`src/rtl/serial_adder_pkg.sv`:
```
// ----------------------------------------------------------------------------
// serial_adder_pkg
//   Shared types for the bit-serial adder.
//   - state_t   : controller states (IDLE / RUN / DONE); encoding 2'd3 is
//                 unused and recovers to IDLE.
//   - cnt_bits(): width of the bit counter for a given operand width.
// ----------------------------------------------------------------------------
package serial_adder_pkg;

   typedef enum logic [1:0] {
      S_IDLE = 2'd0,
      S_RUN  = 2'd1,
      S_DONE = 2'd2
   } state_t;

   // Counter only has to reach width-1, so $clog2(width) bits suffice.
   function automatic int unsigned cnt_bits(input int unsigned width);
      return (width < 2) ? 1 : $clog2(width);
   endfunction

endpackage

```
`src/rtl/full_adder.sv`:
```
// ----------------------------------------------------------------------------
// full_adder
//   Single-bit full adder cell.
//   Ports:
//     s    out  sum bit        (a ^ b ^ cin)
//     cout out  carry out      (majority of a, b, cin)
//     a    in   operand bit A
//     b    in   operand bit B
//     cin  in   carry in
// ----------------------------------------------------------------------------
module full_adder (
   output logic s,
   output logic cout,
   input  logic a,
   input  logic b,
   input  logic cin
);

   logic half_s;

   assign half_s = a ^ b;
   assign s      = half_s ^ cin;
   assign cout   = (a & b) | (cin & half_s);

endmodule

```
`src/rtl/serial_adder.sv`:
```
// ----------------------------------------------------------------------------
// serial_adder
//   Bit-serial WIDTH-bit adder built around one full_adder cell (u_fa).
//   Operands are captured on an accepted start, then one bit pair per clock
//   is fed LSB-first into the cell with a registered carry. Sum bits are
//   collected into a working register and transferred to the result
//   registers on the final bit.
//
//   {cout, sum} = a_in + b_in + cin_in  (mod 2^(WIDTH+1))
//   Latency: start accepted at edge E -> done=1 with valid sum/cout after
//   edge E+WIDTH. A start held high through DONE reloads on that edge.
//
//   Parameters:
//     WIDTH   operand/result width, legal range 2..32 (default 8)
//
//   Ports:
//     clk     in   system clock, rising edge
//     rst     in   asynchronous active-high reset
//     start   in   request, sampled only while ready=1
//     a_in    in   operand A, captured on accepted start
//     b_in    in   operand B, captured on accepted start
//     cin_in  in   carry-in, captured on accepted start
//     sub     in   (SERIAL_ADDER_SUB_EN only) 1 = compute a_in - b_in
//     ready   out  1 in IDLE and DONE: start will be accepted
//     busy    out  1 while a bit-serial add is running
//     done    out  one-cycle pulse: sum/cout just updated
//     sum     out  registered result, held until next completion
//     cout    out  registered carry-out of the MSB
//
//   Build option:
//     SERIAL_ADDER_SUB_EN  adds the 'sub' input. With sub=1 the B operand is
//     inverted and the carry seeded with 1, so sum = a_in - b_in and
//     cout=1 means no borrow (cin_in ignored). sub=0 behaves as the plain
//     adder.
// ----------------------------------------------------------------------------
module serial_adder
   import serial_adder_pkg::*;
#(
   parameter int unsigned WIDTH = 8
) (
   input  logic             clk,
   input  logic             rst,
   input  logic             start,
   input  logic [WIDTH-1:0] a_in,
   input  logic [WIDTH-1:0] b_in,
   input  logic             cin_in,
`ifdef SERIAL_ADDER_SUB_EN
   input  logic             sub,
`endif
   output logic             ready,
   output logic             busy,
   output logic             done,
   output logic [WIDTH-1:0] sum,
   output logic             cout
);

   localparam int unsigned    CW       = cnt_bits(WIDTH);
   localparam logic [CW-1:0] CNT_LAST = CW'(WIDTH - 1);

   state_t           state;
   state_t           state_nxt;

   logic             accept;
   logic             step;
   logic             last;

   logic [WIDTH-1:0] a_sh;
   logic [WIDTH-1:0] b_sh;
   logic             carry;
   logic [CW-1:0]    cnt;

   // Collected sum bits. Bit 0 of a full-width collector never carries a
   // meaningful value before the final step, so only the upper WIDTH-1
   // positions are stored; work_cat rebuilds the full-width shifted value.
   logic [WIDTH-2:0] work;
   logic [WIDTH-1:0] work_cat;

   logic [WIDTH-1:0] b_load;
   logic             c_load;

   logic             fa_s;
   logic             fa_cout;

   // -------------------------------------------------------------------------
   // Adder cell: one bit pair per RUN cycle, LSB first.
   // -------------------------------------------------------------------------
   full_adder u_fa (
      .s    (fa_s),
      .cout (fa_cout),
      .a    (a_sh[0]),
      .b    (b_sh[0]),
      .cin  (carry)
   );

   assign work_cat = {fa_s, work};

   // -------------------------------------------------------------------------
   // Operand load values (subtract = add inverted B with carry seeded to 1).
   // -------------------------------------------------------------------------
   always_comb begin
      b_load = b_in;
      c_load = cin_in;
`ifdef SERIAL_ADDER_SUB_EN
      if (sub) begin
         b_load = ~b_in;
         c_load = 1'b1;
      end
`endif
   end

   // -------------------------------------------------------------------------
   // Controller: state register.
   // -------------------------------------------------------------------------
   always_ff @(posedge clk or posedge rst) begin
      if (rst) begin
         state <= S_IDLE;
      end else begin
         state <= state_nxt;
      end
   end

   // -------------------------------------------------------------------------
   // Controller: next state and datapath strobes.
   // -------------------------------------------------------------------------
   always_comb begin
      state_nxt = state;
      accept    = 1'b0;
      step      = 1'b0;
      last      = 1'b0;
      case (state)
         S_IDLE: begin
            if (start) begin
               accept    = 1'b1;
               state_nxt = S_RUN;
            end
         end
         S_RUN: begin
            step = 1'b1;
            if (cnt == CNT_LAST) begin
               last      = 1'b1;
               state_nxt = S_DONE;
            end
         end
         S_DONE: begin
            if (start) begin
               accept    = 1'b1;
               state_nxt = S_RUN;
            end else begin
               state_nxt = S_IDLE;
            end
         end
         default: begin
            state_nxt = S_IDLE;
         end
      endcase
   end

   assign ready = (state == S_IDLE) || (state == S_DONE);
   assign busy  = (state == S_RUN);
   assign done  = (state == S_DONE);

   // -------------------------------------------------------------------------
   // Datapath: operand shifters, carry, counter, collector, result.
   // -------------------------------------------------------------------------
   always_ff @(posedge clk or posedge rst) begin
      if (rst) begin
         a_sh  <= '0;
         b_sh  <= '0;
         carry <= 1'b0;
         cnt   <= '0;
         work  <= '0;
         sum   <= '0;
         cout  <= 1'b0;
      end else if (accept) begin
         a_sh  <= a_in;
         b_sh  <= b_load;
         carry <= c_load;
         cnt   <= '0;
         work  <= '0;
      end else if (step) begin
         a_sh  <= a_sh >> 1;
         b_sh  <= b_sh >> 1;
         carry <= fa_cout;
         cnt   <= cnt + 1'b1;
         work  <= work_cat[WIDTH-1:1];
         if (last) begin
            sum  <= work_cat;
            cout <= fa_cout;
         end
      end
   end

endmodule
```
`config.mk`:
```
export PLATFORM = sky130hd
export DESIGN_NAME = serial_adder
export DESIGN_NICKNAME = d
export VERILOG_FILES = /design/src/rtl/serial_adder_pkg.sv /design/src/rtl/full_adder.sv /design/src/rtl/serial_adder.sv
export SDC_FILE = /design/constraint.sdc
export NUM_CORES = 1
export LEC_CHECK = 0
export CAP_MARGIN = 20
export CORE_UTILIZATION = 50
export CTS_CLUSTER_SIZE = 25
export DETAILED_ROUTE_END_ITERATION = 10
export PLACE_DENSITY = 0.76
export SYNTH_ARGS = -nofsm -noshare
export SYNTH_HDL_FRONTEND = slang
export SYNTH_HIERARCHICAL = 1
export SYNTH_SLANG_ARGS = --single-unit
```
`constraint.sdc`:
```
create_clock -name clk -period 2.1 [get_ports clk]
set_clock_uncertainty 0.15 [all_clocks]
set_input_delay 0.42 -clock clk [delete_from_list [all_inputs] [get_ports clk]]
set_output_delay 0.42 -clock clk [all_outputs]
set_load 0.02 [all_outputs]
```
==> results.toml <==
[yosys]
synth_nets = 186
synth-edff-count = 0
synth_flop_cell = "dfrtp_1"
synth_largest_area_cell = "dfrtp_1"
synth-async-reset-ratio = 1.00
ys_ff_latch = 38
avgSynthCellArea_um2 = 11.6
yosysSeqAreaShare = 0.505
yosys_warnings = 6
synth_top_area_frac = 0.505
synthMostInstantiatedCell = "dfrtp_1"
syn_area_um2 = 1880
synth_cells = 163
synth_area_leaders = "dfrtp_1 50%, mux2i_1 11%, mux2_4 7.2%"
synth_cell_types = 25
yosys-top-cells-count = "38 x dfrtp_1, 21 x mux2i_1, 16 x a21oi_1"

[floorplan]
initial_utilization = 0.543
chipWidth_um = 63.4
rows = 21
dieHeight_um = 63.4
dieArea_um2 = 4020
coreArea_um2 = 3470
io_pins = 32

[global_routing]
antenna_found_initial = 0
grt_pass1_wl_mm = 5.66
grt_max_degree = 39
track_usage = 0.184
grt.overflow.total = 0
grt_pass1_vias = 1272

[finish]
n_antenna_cell = 0
stdcell_area_um2 = 2380
drive_gt1_frac = 0.141
nFillCells = 265
postLayoutCoreUtil = 0.687
nNetsFinal = 220
syn_to_final_growth_pct = 26.5

[place]
gp_congestion = 0.737
dp_hpwl_mm = 2.24
io_buffers = 31
dpl_cell_area_um2 = 2240

[setup_path]
cp_num_buf_inv = 2
critical_path.max_fanout = 5
max_stage_delay_ns = 0.60
end_kind = "primary output"
path_cells = "inv_2 > clkdlybuf4s50_1"
r2r_slack_ns = 0.47
crit_type = "flip-flop to primary output"
slowest_stage = "clkdlybuf4s50_1"
path_delay_family = "buffers and inverters"
reg2reg_depth = 4
arrival_ns = 1.45
required_ns = 1.53
critPathLaunchType = "flip-flop"
r2r_end = "sum[7]"
r2r_start = "cnt[0]"
critPathLaunch = "state[0]"

[timing]
worst_pin_slew_ns = 0.456
finalMaxSlewViolations = 0
hold_viol = 0
min_period_ns = 2.02
fin_crit_sh = 0.961
max_freq_ghz = 0.496
rsz0062_at_grt = "no"
fin_tns_setup_ns = 0
finalSetupViolCount = 0
slew_headroom = 0.696

[pwr]
vdd_drop_max_v = 0.000608
p_leak_nw = 1.01
power_density_nw_per_um2 = 1480

[clock_tree]
clkTransAtPathRegs_ns = 0.07
cts_buffer_depth = 2
clockRootBuffer = "clkbuf_8"
cts_hold_buf = 0
htreeDepth = 2
cts.sinks = 38
cts_setup_buffers = 0
cts_buffers = 5
clkLatencyLatePin_ns = 0.29
cts_tree = "built"
cts_resized = 2

[detailed_routing]
wirelength_mm = 3.29
viasPerCell = 5.41
dr_total_vias = 1320
drc = 0
drtIter0Drc = 41
drt-pass1-iter-count = 4
drtAntennaViolNets = 0
wire_per_inst_um = 13.5

[worst_hold_path]
min_path_cells = 1
hp-start = "sum[2]"
hp-class = "flip-flop to flip-flop"
holdPathEnd = "sum[2]"

[job]
max-cap-violations = 0

[outcome]
outcome = "completed"
-- worst register-to-register path, delay by kind of cell (launching register included) --
| kind | cells | cell delay, ns |
|---|---|---|
| AND/OR/NAND/NOR | 1 | 0.15 |
| adder cells (fa/ha/maj) | 2 | 0.49 |
| multiplexers | 1 | 0.31 |
| flip-flops | 1 | 0.41 |
-- per-layer routing --
layer	vias to the layer above	share of wire	global-route usage
li1	646	-	-
met1	625	0.46	0.238
met2	43	0.47	0.279
met3	6	0.049	0.0453
met4	0	0.017	0.102
met5	-	0	0
-- cell families after synthesis --
group	synth area share
compound gates	0.139
flops	0.505
mux	0.183
simple gates	0.0850
buf+inv	0.0598
fa+ha+maj	0.0239
xor+xnor	0.00465
-- state kept, by name, indices dropped and copies added (netlist names) --
name and cells:
a_sh 8, cnt 3, state 2, b_sh 8, cout 1, carry 1
work 7, sum 8
-- per-stage QoR --
stage	cells	setup WS [ns]	hold slack (ns)	total power, mW
6_report	244	0.0824	0.361	3.53
5_1_grt	244	0.0324	0.379	3.77
4_1_cts	244	0.0676	0.367	3.56
3_5_place_dp	236	0.243	0.345	2.79
3_3_place_gp	236	0.263	0.343	2.72
2_1_floorplan	163	0.503	0.327	2.36
-- final cells by class --
type	instances	area (µm²)	area share
sequential	38	951	0.399
multi-input combinational	105	821	0.344
timing repair buffer	38	373	0.156
clock buffer	6	82.6	0.0346
clock inverter	2	60.1	0.0252
tap	46	57.6	0.0241
inverter	9	38.8	0.0163
-- report_power, final --
| group | internal (mW) | switching (mW) |
|---|---|---|
| clock | 0.507 | 0.255 |
| combinational | 0.752 | 0.684 |
| sequential | 1.07 | 0.257 |
| total | 2.33 | 1.20 |
-- worst max path at each step --
stage | depth (start not counted) | slack, ns | endpoint
floorplan | 3 | 0.50 | done
global placement | 3 | 0.26 | busy
detailed placement | 3 | 0.24 | busy
CTS | 2 | 0.07 | ready
global route | 2 | 0.03 | ready
finish | 2 | 0.08 | ready
-- cells in the final DEF (no fill, tap or decap), drive strengths merged --
cell and instances:
a211oi 10, a21oi 16, buf 7, bufinv 2, clkbuf 6, clkdlybuf4s50 29
dfrtp 38, dlygate4sd2 2, fa 1, ha 2, inv 9, mux2 9
mux2i 21, nand2 11, nand2b 2, nand3 2, nor2 1, nor2b 11
o21ai 5, o22ai 13, xor2 1
Power figures use the tool's default switching activity.
